<file path="src/rtl/fetch_stage.sv">
// rtl/fetch_stage.sv - instruction fetch stage with PC, IF/ID register and IDLE/RUN/HALTED FSM
// Redirects outrank stalls; a HALT word seen on a normal fetch parks the FSM until reset or a redirect.
module fetch_stage #(
  parameter logic [7:0]  RESET_PC = 8'd0,
  parameter logic [15:0] NOP_WORD = 16'h0000
) (
  input  logic        clk,
  input  logic        reset,
  input  logic        enable,
  input  logic        stall,
  input  logic        branch_taken,
  input  logic [7:0]  branch_target,
  output logic [7:0]  imem_addr,
  input  logic [15:0] imem_rdata,
  output logic [15:0] id_ir,
  output logic [7:0]  id_pc,
  output logic        id_valid,
  output logic        halted
);

  typedef enum logic [1:0] {S_IDLE, S_RUN, S_HALTED} state_t;

  state_t      state_q, state_d;
  logic [7:0]  pc_q, pc_d;
  logic [15:0] id_ir_q, id_ir_d;
  logic [7:0]  id_pc_q, id_pc_d;
  logic        id_valid_q, id_valid_d;
  logic        halted_q, halted_d;
  logic        is_halt_word;
  logic        normal_fetch;

  assign is_halt_word = (imem_rdata[15:11] == 5'b00001);
  assign normal_fetch = (state_q == S_RUN) && !branch_taken && !stall && enable;

  always_ff @(posedge clk) begin
    if (reset) begin
      state_q    <= S_IDLE;
      pc_q       <= RESET_PC;
      id_ir_q    <= NOP_WORD;
      id_pc_q    <= 8'd0;
      id_valid_q <= 1'b0;
      halted_q   <= 1'b0;
    end else begin
      state_q    <= state_d;
      pc_q       <= pc_d;
      id_ir_q    <= id_ir_d;
      id_pc_q    <= id_pc_d;
      id_valid_q <= id_valid_d;
      halted_q   <= halted_d;
    end
  end

  always_comb begin
    state_d = state_q;
    case (state_q)
      S_IDLE:   if (enable) state_d = S_RUN;
      S_RUN:    if (normal_fetch && is_halt_word) state_d = S_HALTED;
      S_HALTED: if (branch_taken) state_d = S_RUN;
      default:  state_d = S_IDLE;
    endcase
  end

  always_comb begin
    pc_d       = pc_q;
    id_ir_d    = id_ir_q;
    id_pc_d    = id_pc_q;
    id_valid_d = id_valid_q;
    case (state_q)
      S_RUN: begin
        if (branch_taken) begin
          pc_d       = branch_target;
          id_ir_d    = NOP_WORD;
          id_valid_d = 1'b0;
        end else if (stall) begin
          pc_d = pc_q;
        end else if (enable) begin
          id_ir_d    = imem_rdata;
          id_pc_d    = pc_q;
          id_valid_d = 1'b1;
          // The HALT word itself is issued, but the PC stays on it.
          pc_d       = is_halt_word ? pc_q : pc_q + 8'd1;
        end else begin
          id_ir_d    = NOP_WORD;
          id_valid_d = 1'b0;
        end
      end
      S_HALTED: begin
        id_ir_d    = NOP_WORD;
        id_valid_d = 1'b0;
        if (branch_taken) pc_d = branch_target;
      end
      default: begin
        id_ir_d    = NOP_WORD;
        id_valid_d = 1'b0;
      end
    endcase
    halted_d = (state_d == S_HALTED);
  end

  assign imem_addr = pc_q;
  assign id_ir     = id_ir_q;
  assign id_pc     = id_pc_q;
  assign id_valid  = id_valid_q;
  assign halted    = halted_q;

endmodule

</file>
<file path="config.mk">
export PLATFORM = sky130hd
export DESIGN_NAME = fetch_stage
export DESIGN_NICKNAME = d
export VERILOG_FILES = /design/src/rtl/fetch_stage.sv
export SDC_FILE = /design/constraint.sdc
export NUM_CORES = 1
export LEC_CHECK = 0
export CAP_MARGIN = 40
export CORE_MARGIN = 2
export CORE_UTILIZATION = 38
export CTS_CLUSTER_DIAMETER = 150
export CTS_CLUSTER_SIZE = 8
export DETAILED_ROUTE_END_ITERATION = 8
export PLACE_DENSITY = 0.73
export SETUP_SLACK_MARGIN = 0.05
export SYNTH_ARGS = -nofsm -noshare
export SYNTH_HDL_FRONTEND = slang
export SYNTH_SLANG_ARGS = --single-unit
</file>
<file path="constraint.sdc">
create_clock -name clk -period 1.33 [get_ports clk]
set_input_delay 0.1995 -clock clk [delete_from_list [all_inputs] [get_ports clk]]
set_output_delay 0.1995 -clock clk [all_outputs]
set_load 0.03 [all_outputs]
</file>
Word-level counts from Yosys, hierarchy flattened
Cells that the tools add are included.

Reduce and logical (&&, ||, !) cells: 11. Bitwise operators: 3. Multiplexer cells: 12. Add/subtract/negate cells: 1. Equal/unequal tests: 8.

Operators with widths (number): $mux 8 (5); $mux 16 (1); $pmux 8 s2 (1); $ne 3x3->1 const B (3); $add 8x1->8 const B (1); $mux 2 (3); $pmux 2 s3 (1); $eq 5x1->1 const B (1); $reduce_and 5->1 (1); $eq 2x2->1 const B (2); $logic_and 1x1->1 (4); $reduce_and 4->1 (1); $not 1->1 (3); $reduce_or 3->1 (1); $eq 2x1->1 const B (1); $logic_not 1->1 (2); $logic_not 2->1 (1); $ne 2x2->1 const B (1); $reduce_bool 2->1 (1); $mux 1 (1).

Flip-flop bits (word level): 36. Input port bits: 29. Output and inout port bits: 34. Word-level logic and storage cells: 41.

Longest topological paths before layout
Gate-level depths: netlist of run 1.

Depth in word-level cells: 8. Depth in mapped cells: 6. Mapped depth without buffers: 5.

Worst setup path after synthesis of run 1
OpenSTA, ideal clock, no wires.

Path type: register to register. Start: register pc_q[1], in the netlist imem_addr[1]. End: register pc_q[6], in the netlist imem_addr[6]. Stages on the path, launching flop included: 6. Required time: 1.238 ns. Clock period less this slack: 1.703 ns. Library setup time: 0.092 ns. Buffers on the path: 0. Setup slack: -0.373 ns. Arrival time: 1.611 ns. Cell sequence: dfxtp_1 -> ha_1 -> nand3_1 -> or2_2 -> o31a_1 -> o32ai_1.

Cells in the longest elaborated chain, start to end: 6.

RTL lines: start, declared (RTL line 24) `logic [7:0] pc_q, pc_d;`; start signal, assigned (RTL line 45) `pc_q <= pc_d;`; $add 8x1->8 (RTL line 81) `pc_d = is_halt_word ? pc_q : pc_q + 8'd1;`; $mux 8 (RTL line 81); $mux 8 (RTL line 76) `end else if (enable) begin`; $mux 8 (RTL line 74) `end else if (stall) begin`; $mux 8 (RTL line 70) `if (branch_taken) begin`; $pmux 8 s2 (RTL line 68) `case (state_q)`.

Every way passes these cells. The select of a mux whose other input is x is not followed. A chain may end at the register's enable or synchronous reset.

Worst setup path after layout of run 1
Start: register pc_q[5], in the netlist imem_addr[5]. End: register pc_q[7], in the netlist imem_addr[7].

The elaborated chain is that of the path after synthesis.

==> load_flow_metrics.sql, run 1 <==
INSERT INTO impl_metrics (metric_group, metric, value, unit) VALUES
('sta', 'setup_viol', '14', ''),
('clock_network', 'h-tree-depth', '2', ''),
('pwr', 'intPower', '1.81', 'mW'),
('run_status', 'run_status', 'finished with violations', ''),
('cells_and_area', 'diodes', '0', ''),
('place', 'placement.cell_area', '2560', 'um^2'),
('setup_path', 'worst_ep_arrival_time', '1610', 'ps'),
('synthesis', 'synth-edff-count', '0', ''),
('clock_network', 'tritoncts', 'built', ''),
('global_routing', 'track_usage', '23.1', '%'),
('routing', 'dr_total_vias', '1724', ''),
('synthesis', 'netlist_area', '1570', 'um^2'),
('clock_network', 'numClockSinks', '36', ''),
('clock_network', 'clk_pin_slew_worst_paths', '80', 'ps'),
('cells_and_area', 'mostFrequentLayoutCell', 'sky130_fd_sc_hd__nor2_1', ''),
('run_status', 'violated_checks', 'setup timing', ''),
('synthesis', 'syn-num-nets', '198', ''),
('setup_path', 'critical_path.cell_chain', 'nand2_2 > or3_4 > o31a_1 > o32ai_2', ''),
('setup_path', 'worstSetupStartpointType', 'flip-flop', ''),
('pwr', 'logic_gate_share_of_total_power', '18.5', '%'),
('setup_path', 'timing.critical_path.max_delay_family', 'compound AO/OA/AOI/OAI gates', ''),
('global_routing', 'antenna_found_initial', '0', ''),
('floorplanning', 'die_height', '68.3', 'um'),
('sta', 'maxClockFrequency', '709', 'MHz'),
('global_routing', 'first_global_vias', '1630', ''),
('routing', 'detail-route-antenna-nets', '0', ''),
('place', 'place.detailed.instances', '302', ''),
('clock_network', 'clk_latency', '290', 'ps'),
('setup_path', 'critPathBufInv', '0', ''),
('min_path', 'worstHoldPathType', 'in -> reg', ''),
('setup_path', 'cp_slowest_stage_delay', '380', 'ps'),
('sta', 'total_count_of_max_transition_violations_in_the_final_report', '0', ''),
('global_routing', 'grt_start_max_net_pins', '18', ''),
('sta', 'final.setup_skew', '11.3', 'ps'),
('synthesis', 'dominantRegCellSynth', 'sky130_fd_sc_hd__dfxtp_1', ''),
('place', 'buffer_ports.inserted', '62', ''),
('cells_and_area', 'mostFrequentLayoutCells', '31 x sky130_fd_sc_hd__nor2_1, 30 x sky130_fd_sc_hd__buf_4, 27 x sky130_fd_sc_hd__dfxtp_1', ''),
('floorplanning', 'rows', '23', ''),
('routing', 'detail_route.drc_violations', '0', ''),
('pwr', 'vdd_drop_max', '612', 'uV'),
('floorplanning', 'die_footprint', '4670', 'um^2'),
('setup_path', 'crit_slowest_cell', 'sky130_fd_sc_hd__or3_4', ''),
('sta', 'postLayoutSetupSlackWorst', '-80.8', 'ps'),
('clock_network', 'cts_hold_repair.buffers', '0', ''),
('cells_and_area', 'num-fill-cells', '272', ''),
('place', 'dp_hpwl', '3310', 'um'),
('routing', 'via_per_inst', '5.40', ''),
('synthesis', 'ys_ff_latch', '36', ''),
('place', 'post-place-ws', '-595', 'ps'),
('synthesis', 'synth.avg_cell_area', '9.35', 'um^2'),
('cells_and_area', 'syn_to_final_growth', '83.8', '%'),
('floorplanning', 'floorplan.initialDensity', '39.3', '%'),
('sta', 'slew_at_the_pin_with_the_worst_max_slew_slack', '395', 'ps'),
('setup_path', 'type_of_the_worst_setup_path', 'reg -> reg', ''),
('synthesis', 'synth.yosys.warnings', '0', ''),
('cells_and_area', 'final_core_utilization', '72.2', '%'),
('synthesis', 'yosys.cell_types.count', '40', ''),
('run', 'drv.max_cap_violation_count', '0', ''),
('cells_and_area', 'multiInputGateArea', '1000', 'um^2'),
('global_routing', 'globalRoute.totalOverflow', '0', ''),
('sta', 'slew-limit-headroom', '73.5', '%'),
('floorplanning', 'die-width', '68.3', 'um'),
('routing', 'first_pass_iters', '4', ''),
('pwr', 'power_density', '855', 'nW/um^2'),
('place', 'gp_congestion', '0.831', ''),
('cells_and_area', 'layout.nets', '298', ''),
('cells_and_area', 'area_of_all_placed_cells_without_fillers', '2890', 'um^2'),
('pwr', 'leakagePower', '1.19', 'nW'),
('routing', 'routed_wl', '5280', 'um'),
('sta', 'period_needed', '1410', 'ps'),
('sta', 'final-hold-violation-count', '0', '');
[stage by stage]
stage          power, mW  hold slack [ps]
2_1_floorplan       1.32              344
3_3_place_gp        1.53              470
3_5_place_dp        1.53              484
4_1_cts             2.45              154
5_1_grt             2.57              168
6_report            2.47              158
[flip-flops by register name (all words and copies together) (netlist names)]
signal / cells
state_q: 2
imem_addr: 8
id_valid: 1
id_pc: 8
halted: 1
id_ir: 16
[tightest hold or removal path, stage by stage]
cell,delay [ps]
sky130_fd_sc_hd__buf_2,80
sky130_fd_sc_hd__a22oi_1,50
sky130_fd_sc_hd__nor2_1,80
[cells by family (layout without fill, tap and decap cells)]
logic type	count (synthesis)	in the layout	synth area share [%]
flip-flops	36	36	45.9
adder cells (fa/ha/maj)	1	1	0.796
multiplexers	8	8	5.10
AND/OR/NAND/NOR	63	63	20.5
AO/OA/AOI/OAI	48	48	24.4
buffers and inverters	12	113	3.34
[worst paths after layout]
path	depth (start not counted)	start	to	slack, ps
setup / recovery	4	imem_addr[5]	imem_addr[7]	-80
hold / removal	3	imem_rdata[11]	id_ir[11]	160
setup reg to reg	4	imem_addr[5]	imem_addr[7]	-80
hold reg to reg	2	id_pc[6]	id_pc[6]	490
[cell usage after synthesis (2+ instances only)]
| library cell | count | area, um^2 |
|---|---|---|
| sky130_fd_sc_hd__a21oi_1 | 7 | 35.0 |
| sky130_fd_sc_hd__a22oi_1 | 21 | 158 |
| sky130_fd_sc_hd__a2bb2oi_1 | 2 | 17.5 |
| sky130_fd_sc_hd__and3_1 | 2 | 12.5 |
| sky130_fd_sc_hd__buf_2 | 3 | 15.0 |
| sky130_fd_sc_hd__clkbuf_1 | 6 | 22.5 |
| sky130_fd_sc_hd__dfxtp_1 | 36 | 721 |
| sky130_fd_sc_hd__mux2i_1 | 8 | 80.1 |
| sky130_fd_sc_hd__nand2_1 | 6 | 22.5 |
| sky130_fd_sc_hd__nand2b_1 | 6 | 37.5 |
| sky130_fd_sc_hd__nand3_1 | 2 | 10.0 |
| sky130_fd_sc_hd__nor2_1 | 31 | 116 |
| sky130_fd_sc_hd__nor2b_1 | 3 | 18.8 |
| sky130_fd_sc_hd__nor3_1 | 2 | 10.0 |
| sky130_fd_sc_hd__nor4_1 | 2 | 12.5 |
| sky130_fd_sc_hd__o21ai_0 | 2 | 10.0 |
| sky130_fd_sc_hd__o31a_1 | 2 | 17.5 |
| sky130_fd_sc_hd__o32ai_1 | 5 | 43.8 |
[power groups by stage]
stage          Sequential [mW]  Clock (mW)  Combinational (mW)
2_1_floorplan             1.17           0               0.149
3_3_place_gp              1.14           0               0.393
3_5_place_dp              1.14           0               0.394
4_1_cts                   1.12       0.906               0.426
5_1_grt                   1.12       0.964               0.482
6_report                  1.12       0.896               0.457
[area by class of cell]
cell class	instances	area share [%]
clock inverter	2	0.390
timing repair buffer	104	33.5
inverter	1	0.130
multi-input combinational	120	34.6
clock buffer	6	3.25
sequential	36	25.9
tap	50	2.17
[per-layer routing]
metal	global-route usage, %	share of wire [%]	vias to the layer above
met2	36.9	50	55
met1	30.5	43	837
met5	0	0	-
met3	4.61	4.7	16
met4	9.00	2.3	0
li1	-	-	816
[repair_timing]
action	CTS	global route
setup buffers	5	4
gates resized for setup	91	25
endpoints found under the setup margin	53	31
pin swaps	16	10
gates cloned	0	0
(Power assumes the default switching activity.)
==> run 2: changes to the inputs <==
Settings changed: CORE_MARGIN 2 to default.
==> run 2 against run 1 <==
- the run still ends with setup timing left
- sequential power about the same
- total power decreased by 4.6%
- critical path depth unchanged
- critical endpoint unchanged
- sequential cell count unchanged
==> load_flow_metrics.sql, run 2 (synthesis gave the netlist of run 1 again) <==
INSERT INTO impl_metrics (metric_group, metric, value, unit) VALUES
('run_status', 'run_status', 'finished with violations', ''),
('run_status', 'violated_checks', 'setup timing', ''),
('floorplanning', 'placeable_core_region', '3970', 'um^2'),
('place', 'gp_congestion', '0.875', ''),
('place', 'dp_hpwl', '3290', 'um'),
('sta', 'postLayoutSetupSlackWorst', '-129', 'ps'),
('clock_network', 'clk_root_buffer_cell', 'sky130_fd_sc_hd__clkbuf_8', ''),
('setup_path', 'crit_fanout', '6', ''),
('global_routing', 'grt_start_max_net_pins', '18', ''),
('routing', 'routed_wire_length_per_instance', '16.0', 'um'),
('global_routing', 'first_global_vias', '1510', ''),
('run', 'drv.max_cap_violation_count', '0', ''),
('clock_network', 'h-tree-depth', '2', ''),
('global_routing', 'grt_pass1_wl', '7210', 'um'),
('setup_path', 'worst_ep_arrival_time', '1660', 'ps'),
('min_path', 'worstHoldPathType', 'in -> reg', ''),
('pwr', 'vdd_drop_max', '536', 'uV'),
('sta', 'finalSetupTns', '-1420', 'ps'),
('routing', 'routed_wl', '5050', 'um'),
('floorplanning', 'rows', '23', ''),
('pwr', 'switching_share', '25.9', '%'),
('floorplanning', 'io_pins', '63', ''),
('setup_path', 'crit_path_end_kind', 'flip-flop', ''),
('routing', 'first_pass_iters', '4', ''),
('pwr', 'relative_contribution_of_the_clock_network_to_total_power', '33.5', '%'),
('cells_and_area', 'post_layout_nonfiller_instances', '315', ''),
('sta', 'final-hold-violation-count', '0', ''),
('clock_network', 'number_of_buffers_inserted_during_clock_tree_synthesis', '5', ''),
('setup_path', 'worst-endpoint-required', '1530', 'ps'),
('cells_and_area', 'syn_to_final_growth', '80.7', '%'),
('routing', 'detail-route-antenna-nets', '0', ''),
('floorplanning', 'floorplan.initialDensity', '39.6', '%'),
('cells_and_area', 'layout-drive-gt1-share', '37.0', '%'),
('setup_path', 'worstSetupStartpointType', 'flip-flop', ''),
('floorplanning', 'die-width', '66.3', 'um'),
('sta', 'maxClockFrequency', '686', 'MHz'),
('pwr', 'share_seq_of_total_power', '47.6', '%'),
('sta', 'final.setup_skew', '4.84', 'ps'),
('pwr', 'power.switching', '0.610', 'mW'),
('place', 'post-place-ws', '-606', 'ps'),
('floorplanning', 'die_height', '66.3', 'um'),
('sta', 'slew-limit-headroom', '76.5', '%'),
('place', 'place.detailed.instances', '302', ''),
('clock_network', 'tritoncts', 'built', ''),
('routing', 'dr_total_vias', '1693', ''),
('clock_network', 'clock_tree.buffer_depth', '2', ''),
('place', 'buffer_ports.inserted', '62', ''),
('floorplanning', 'die_footprint', '4400', 'um^2'),
('pwr', 'logic_gate_share_of_total_power', '18.9', '%'),
('pwr', 'intPower', '1.75', 'mW'),
('sta', 'total_count_of_max_transition_violations_in_the_final_report', '0', ''),
('routing', 'detailedRoute.firstIterationViolations', '95', ''),
('setup_path', 'type_of_the_worst_setup_path', 'reg -> reg', ''),
('routing', 'detail_route.drc_violations', '0', ''),
('sta', 'hold_ws', '175', 'ps'),
('global_routing', 'globalRoute.totalOverflow', '0', ''),
('sta', 'setup_viol', '19', ''),
('cells_and_area', 'mostFrequentLayoutCell', 'sky130_fd_sc_hd__nor2_1', ''),
('routing', 'via_per_inst', '5.37', ''),
('cells_and_area', 'diodes', '0', ''),
('sta', 'rsz_0062_raised_after_global_routing', 'true', ''),
('clock_network', 'clk_latency', '290', 'ps'),
('cells_and_area', 'layout.nets', '294', ''),
('pwr', 'power_density', '830', 'nW/um^2'),
('global_routing', 'antenna_found_initial', '0', ''),
('sta', 'timing.final.crit_share', '110', '%'),
('cells_and_area', 'mostFrequentLayoutCells', '30 x sky130_fd_sc_hd__nor2_1, 29 x sky130_fd_sc_hd__dlygate4sd2_1, 27 x sky130_fd_sc_hd__dfxtp_1, 27 x sky130_fd_sc_hd__buf_4, 23 x sky130_fd_sc_hd__clkdlybuf4s50_1', ''),
('clock_network', 'numClockSinks', '36', ''),
('cells_and_area', 'largest_register_ffs', '16', ''),
('global_routing', 'track_usage', '22.3', '%'),
('pwr', 'leakagePower', '1.19', 'nW'),
('clock_network', 'clk_pin_slew_worst_paths', '70', 'ps'),
('sta', 'slew_at_the_pin_with_the_worst_max_slew_slack', '351', 'ps'),
('sta', 'period_needed', '1460', 'ps');
## run 2: power by group through the flow
stage / registers, mW / clock network [mW] / logic [mW]
after floorplan: 1.17 / 0 / 0.149
final: 1.12 / 0.790 / 0.446
after global routing: 1.12 / 0.846 / 0.471
after global placement: 1.14 / 0 / 0.388
after detailed placement: 1.14 / 0 / 0.391
after CTS: 1.12 / 0.804 / 0.409
## run 2: final timing paths
kind	depth (start not counted)	slack (ps)	endpoint	startpoint
hold / removal	3	180	id_ir[14]	imem_rdata[14]
setup reg to reg	4	-130	imem_addr[7]	imem_addr[1]
setup / recovery	4	-130	imem_addr[7]	imem_addr[1]
hold reg to reg	2	490	id_valid	id_valid
## run 2: critical path, stage by stage (launching register included)
cell and delay, ps:
sky130_fd_sc_hd__dfxtp_4 410, sky130_fd_sc_hd__nand3_4 90, sky130_fd_sc_hd__or3_4 390, sky130_fd_sc_hd__o31a_1 290, sky130_fd_sc_hd__o32ai_2 190
## run 2: final cells by class
type / instances / area [um^2]
clock buffer: 8 / 90.1
multi-input combinational: 120 / 1020
timing repair buffer: 100 / 913
inverter: 1 / 3.75
sequential: 36 / 749
tap: 50 / 62.6
fill: 294 / 1130
## run 2: stage by stage
step           util [%]  cell area [um^2]  total power [mW]
3_3_place_gp       63.9              2540              1.53
2_1_floorplan         -              1650              1.32
4_1_cts            68.0              2700              2.33
3_5_place_dp       63.9              2540              1.53
6_report           71.5              2840              2.36
5_1_grt            71.5              2840              2.44
## run 2: what timing repair did
item                                    4_1_cts  5_1_grt
pin swaps                                     8       11
setup buffers                                 1        4
resized for setup                            74       25
endpoints found under the setup margin       53       30
hold buffers                                  0        0
## run 2: layer usage
| layer | track usage (%) | share of wire (%) | vias to the layer above | wire length (um) |
|---|---|---|---|---|
| li1 | - | - | 815 | - |
| met1 | 27.4 | 43 | 822 | 2160 |
| met2 | 37.4 | 50 | 45 | 2550 |
| met3 | 4.83 | 4.1 | 11 | 206 |
| met4 | 9.04 | 2.6 | 0 | 133 |
| met5 | 0 | 0 | - | 0 |
